$ cat src/rtl/shiftreg_out_ctl.sv
// Serial driver for a chain of 74HC595-style latching shift registers: shifts a word out MSB first
// on a divided clock, then pulses the latch. Optional macro SHIFTREG_OUT_AUTO_REFRESH_EN adds idle auto-refresh.
module shiftreg_out_ctl #(
  parameter int WIDTH        = 16,
  parameter int CLK_DIV_BITS = 10
) (
  input  logic             clock_50m,
  input  logic             reset_n,
  input  logic [WIDTH-1:0] data_in,
  input  logic             data_valid,
  output logic             data_ready,
  output logic             done,
  output logic             shiftreg_clk,
  output logic             shiftreg_data,
  output logic             shiftreg_latch,
  output logic [WIDTH-1:0] shown
);

  localparam int            CW       = (WIDTH > 1) ? $clog2(WIDTH) : 1;
  localparam logic [CW-1:0] LAST_BIT = CW'(WIDTH - 1);

  typedef enum logic [1:0] {
    IDLE,
    SHIFT,
    LATCH
  } state_t;

  state_t                  r_state;
  logic [CLK_DIV_BITS-1:0] r_div;
  logic [WIDTH-1:0]        r_shadow;
  logic [CW-1:0]           r_bit_cnt;
  logic                    r_phase;
  logic                    r_ready;
  logic                    r_done;
  logic                    r_sclk;
  logic                    r_sdata;
  logic                    r_latch;
  logic [WIDTH-1:0]        r_shown;

  state_t                  w_state_nxt;
  logic [WIDTH-1:0]        w_shadow_nxt;
  logic [CW-1:0]           w_bit_cnt_nxt;
  logic                    w_phase_nxt;
  logic                    w_ready_nxt;
  logic                    w_done_nxt;
  logic                    w_sclk_nxt;
  logic                    w_sdata_nxt;
  logic                    w_latch_nxt;
  logic [WIDTH-1:0]        w_shown_nxt;
  logic                    w_tick;

`ifdef SHIFTREG_OUT_AUTO_REFRESH_EN
  logic [15:0]             r_idle_cnt;
  logic                    r_refresh;
  logic [15:0]             w_idle_cnt_nxt;
  logic                    w_refresh_nxt;
`endif

  // Free-running divider; the handshake never restarts it, so the first tick may come up to a full period late.
  always_ff @(posedge clock_50m or negedge reset_n) begin
    if (!reset_n) begin
      r_div <= '0;
    end else begin
      r_div <= r_div + CLK_DIV_BITS'(1);
    end
  end

  assign w_tick = &r_div;

  always_ff @(posedge clock_50m or negedge reset_n) begin
    if (!reset_n) begin
      r_state   <= IDLE;
      r_shadow  <= '0;
      r_bit_cnt <= '0;
      r_phase   <= 1'b0;
      r_ready   <= 1'b1;
      r_done    <= 1'b0;
      r_sclk    <= 1'b0;
      r_sdata   <= 1'b0;
      r_latch   <= 1'b0;
      r_shown   <= '0;
    end else begin
      r_state   <= w_state_nxt;
      r_shadow  <= w_shadow_nxt;
      r_bit_cnt <= w_bit_cnt_nxt;
      r_phase   <= w_phase_nxt;
      r_ready   <= w_ready_nxt;
      r_done    <= w_done_nxt;
      r_sclk    <= w_sclk_nxt;
      r_sdata   <= w_sdata_nxt;
      r_latch   <= w_latch_nxt;
      r_shown   <= w_shown_nxt;
    end
  end

`ifdef SHIFTREG_OUT_AUTO_REFRESH_EN
  always_ff @(posedge clock_50m or negedge reset_n) begin
    if (!reset_n) begin
      r_idle_cnt <= '0;
      r_refresh  <= 1'b0;
    end else begin
      r_idle_cnt <= w_idle_cnt_nxt;
      r_refresh  <= w_refresh_nxt;
    end
  end
`endif

  always_comb begin
    w_state_nxt   = r_state;
    w_shadow_nxt  = r_shadow;
    w_bit_cnt_nxt = r_bit_cnt;
    w_phase_nxt   = r_phase;
    w_ready_nxt   = r_ready;
    w_done_nxt    = 1'b0;
    w_sclk_nxt    = r_sclk;
    w_sdata_nxt   = r_sdata;
    w_latch_nxt   = r_latch;
    w_shown_nxt   = r_shown;
`ifdef SHIFTREG_OUT_AUTO_REFRESH_EN
    w_idle_cnt_nxt = r_idle_cnt;
    w_refresh_nxt  = r_refresh;
`endif

    case (r_state)
      IDLE: begin
        w_ready_nxt = 1'b1;
        w_sclk_nxt  = 1'b0;
        w_latch_nxt = 1'b0;
        if (data_valid && r_ready) begin
          w_shadow_nxt  = data_in;
          w_bit_cnt_nxt = LAST_BIT;
          w_phase_nxt   = 1'b0;
          w_ready_nxt   = 1'b0;
          w_state_nxt   = SHIFT;
`ifdef SHIFTREG_OUT_AUTO_REFRESH_EN
          w_idle_cnt_nxt = '0;
          w_refresh_nxt  = 1'b0;
`endif
        end
`ifdef SHIFTREG_OUT_AUTO_REFRESH_EN
        // Refresh fires on the tick that would bring the idle count to 0xFFFF.
        else if (w_tick) begin
          if (r_idle_cnt == 16'hFFFE) begin
            w_shadow_nxt   = r_shown;
            w_bit_cnt_nxt  = LAST_BIT;
            w_phase_nxt    = 1'b0;
            w_ready_nxt    = 1'b0;
            w_idle_cnt_nxt = '0;
            w_refresh_nxt  = 1'b1;
            w_state_nxt    = SHIFT;
          end else begin
            w_idle_cnt_nxt = r_idle_cnt + 16'd1;
          end
        end
`endif
      end

      SHIFT: begin
        if (w_tick) begin
          if (!r_phase) begin
            w_sclk_nxt  = 1'b0;
            w_sdata_nxt = r_shadow[r_bit_cnt];
            w_phase_nxt = 1'b1;
          end else begin
            w_sclk_nxt  = 1'b1;
            w_phase_nxt = 1'b0;
            if (r_bit_cnt == '0) begin
              w_state_nxt = LATCH;
            end else begin
              w_bit_cnt_nxt = r_bit_cnt - CW'(1);
            end
          end
        end
      end

      LATCH: begin
        if (w_tick) begin
          if (!r_phase) begin
            w_sclk_nxt  = 1'b0;
            w_latch_nxt = 1'b1;
            w_phase_nxt = 1'b1;
          end else begin
            w_latch_nxt = 1'b0;
            w_phase_nxt = 1'b0;
            w_shown_nxt = r_shadow;
            w_ready_nxt = 1'b1;
            w_state_nxt = IDLE;
`ifdef SHIFTREG_OUT_AUTO_REFRESH_EN
            w_done_nxt    = !r_refresh;
            w_refresh_nxt = 1'b0;
`else
            w_done_nxt    = 1'b1;
`endif
          end
        end
      end

      default: begin
        w_state_nxt = IDLE;
        w_ready_nxt = 1'b1;
        w_sclk_nxt  = 1'b0;
        w_latch_nxt = 1'b0;
        w_phase_nxt = 1'b0;
      end
    endcase
  end

  assign data_ready     = r_ready;
  assign done           = r_done;
  assign shiftreg_clk   = r_sclk;
  assign shiftreg_data  = r_sdata;
  assign shiftreg_latch = r_latch;
  assign shown          = r_shown;

endmodule
$ cat config.mk
export PLATFORM = sky130hd
export DESIGN_NAME = shiftreg_out_ctl
export DESIGN_NICKNAME = d
export VERILOG_FILES = /design/src/rtl/shiftreg_out_ctl.sv
export SDC_FILE = /design/constraint.sdc
export NUM_CORES = 1
export LEC_CHECK = 0
export CELL_PAD_IN_SITES_DETAIL_PLACEMENT = 0
export CELL_PAD_IN_SITES_GLOBAL_PLACEMENT = 1
export CORE_MARGIN = 10
export CORE_UTILIZATION = 39
export CTS_CLUSTER_DIAMETER = 30
export DETAILED_ROUTE_END_ITERATION = 7
export GPL_ROUTABILITY_DRIVEN = 0
export GPL_TIMING_DRIVEN = 0
export PLACE_DENSITY = 0.85
export SYNTH_ARGS = -nofsm -noshare
export SYNTH_HDL_FRONTEND = slang
export SYNTH_SLANG_ARGS = --single-unit
$ cat constraint.sdc
create_clock -name clock_50m -period 1.7 [get_ports clock_50m]
set_input_delay 0.51 -clock clock_50m [delete_from_list [all_inputs] [get_ports clock_50m]]
set_output_delay 0.51 -clock clock_50m [all_outputs]
set_load 0.02 [all_outputs]
==> reports/qor.yml <==
global_route:
  grt_util_all_layers_pct: 11.0
  grt.overflow.total: 0
  grt_pass1_wl_mm: 8.88
  antenna_found_initial: 0
  grt_pass1_vias: 1731
  grt_max_degree: 30
timing:
  period_share_pct: 100
  hold_viol: 0
  finalSetupTns_ns: 0
  drv_slew: 0
  whs_ns: 0.198
  setup_viol: 0
  fin_skew_ns: 0.00780
  fmax_mhz: 589
  worstMarginPinSlew_ns: 0.592
  rsz0062_at_grt: "yes"
  finalCriticalPeriod_ns: 1.70
  maxSlewHeadroom_pct: 60.5
synth:
  synth_seq_area_share_pct: 53.6
  ys_ff_latch: 54
  synthCells: 189
  yosys_warnings: 0
  netlist_area_um2: 2520
  synth_area_per_cell_um2: 13.4
  ys_async_sr_fraction_pct: 100
  synth_edf_count: 0
  synth.distinct_cells: 45
  syn_nets: 214
  synth_ff_type: "dfrtp_1"
critical_path:
  worst-path-max-fanout: 6
  required_ns: 1.90
  arrival_ns: 1.90
  cp-start-kind: "register"
  endpoint_kind: "register"
  critPathKind: "reg2reg"
layout:
  area_delta_synth_final_pct: 35.9
  fin_nets: 272
  n_antenna_cell: 0
  drive_gt1_share_pct: 39.9
clock_tree:
  ctsHoldBuffers: 0
  cts_tree: "done"
  clk-insertion-delay-late_ns: 0.31
  path_clk_slew_ns: 0.10
  root_buffer: "clkbuf_8"
  cts_sinks: 54
  cts_inserted_buffers: 5
  h-tree-depth: 2
  cts.path.max_buffers: 2
power:
  p_per_area_nw_per_um2: 1120
  power.share.switching_pct: 32.5
  p_int_mw: 2.60
  cellLeakagePower_nw: 1.62
  seq_power_share_pct: 46.5
  power.share.clock_pct: 18.1
  ir_drop_uv: 673
  p_switching_mw: 1.25
  comb_power_share_pct: 35.4
  total_power_mw: 3.85
routing:
  drt_iter0_drc: 78
  wl_per_cell_um: 17.0
  vias: 1690
  antenna_left: 0
  dr.pass1.iters: 4
  viasPerCell: 5.20
  route.detailed.drc: 0
  wl_mm: 5.51
flow_run:
  cap_violations: 0
run_status:
  outcome: "complete, no violations"
die:
  design.core.area_um2: 6310
  ios: 40
  initial_core_util_pct: 40.0
  chipWidth_um: 100
  die_area_um2: 10100
  die_h_um: 100
  fp-row-count: 29
placed_design:
  io_buffers: 39
  dpl.hpwl_mm: 3.67
min_path:
  hold_path.class: "in2async"
[worst paths after layout]
path	startpoint	to	slack (ns)	depth (start not counted)
max	r_div[0]	r_state[0]	0.0008	6
min	reset_n	shown[10]	0.20	1
max reg2reg	r_div[0]	r_state[0]	0.0008	6
min reg2reg	shown[12]	shown[12]	0.51	1
max in group asynchronous	reset_n	r_div[7]	0.93	2
min in group clock_50m	shown[12]	shown[12]	0.51	1
[metal layers]
| metal | wire [um] | track usage, % |
|---|---|---|
| met1 | 2480 | 14.2 |
| met2 | 2730 | 17.4 |
| met3 | 227 | 3.30 |
| met4 | 68 | 3.26 |
| met5 | 0 | 0 |
[sequential cells by signal (all words and copies together) (netlist names)]
| name | cells |
|---|---|
| shiftreg_data | 1 |
| shiftreg_clk | 1 |
| done | 1 |
| r_shadow | 16 |
| r_state | 2 |
| r_phase | 1 |
| shiftreg_latch | 1 |
| shown | 16 |
| data_ready | 1 |
| r_bit_cnt | 4 |
| r_div | 10 |
[cells in the final DEF (no fill, tap or decap), drive strengths merged, types with 2 or more instances in the layout]
master         instances
a211oi                 4
a21oi                  5
a311oi                 2
a31oi                  2
and3                   2
buf                   22
clkbuf                 6
clkdlybuf4s50         17
clkinv                 2
dfrtp                 53
dlygate4sd2           20
ha                     6
inv                    8
mux2                  35
mux4                   4
nand2                 12
nand3                  8
nand4                  4
nor2                   6
nor3                   4
xnor2                  3
xor2                   5
[Yosys cell counts (4+ instances only)]
master	n	area, um2
dfrtp_1	53	1330
mux2_2	24	270
nand2_1	12	45.0
mux2_4	10	150
inv_1	8	30.0
ha_1	6	75.1
nand3_1	6	30.0
nor2_1	6	22.5
a21oi_1	5	25.0
xor2_1	5	43.8
a211oi_1	4	30.0
clkbuf_1	4	15.0
mux4_2	4	90.1
[logic make-up after synthesis]
kind of cell               after synthesis  synth area share (%)
AOI/OAI and AO/OA                       21                  6.35
adders and majority gates                6                  2.97
DFF                                     54                  53.6
muxes                                   39                  20.7
and+or+nand+nor                         45                  10.7
buffers and inverters                   16                  2.93
xor gates and xnor gates                 8                  2.78
[power by group through the flow]
stage                     sequential, mW  combinational (mW)  clock, mW
after floorplan                     1.71               0.829          0
after global placement              1.75                1.08          0
after detailed placement            1.76                1.09          0
after CTS                           1.75                1.21      0.714
after global routing                1.84                1.51      0.778
final                               1.79                1.36      0.696
[worst max-delay path, stage by stage (launching register included)]
cell and delay, ns:
dfrtp_1 0.41, ha_4 0.16, nand3_4 0.11, buf_6 0.15, o31ai_4 0.26, o211ai_1 0.16, mux2_1 0.33
[per-stage QoR]
step	utilization [%]	cells	setup WS, ns	area, um2
after floorplan	-	189	-0.0141	2520
after global placement	47.7	305	-1.50	3010
after detailed placement	47.9	306	-0.510	3030
after CTS	52.0	322	-0.0657	3280
after global routing	54.3	325	-0.0710	3430
final	54.3	325	0.000838	3430
[final cells by class]
type,count,area (um2)
Fill cell,541,2880
Buffer,5,58.8
Sequential cell,54,1360
Tap cell,77,96.3
Clock inverter,2,10.0
Inverter,8,30.0
Multi-Input combinational cell,119,1290
Timing Repair Buffer,54,512
Clock buffer,6,72.6
[timing repair]
action	CTS	global route
cloned	1	0
pin swaps	6	7
resized for setup	50	27
buffers inserted	9	5
endpoints found under the setup margin	48	34
Note: power is estimated with default switching activity, not from simulation.
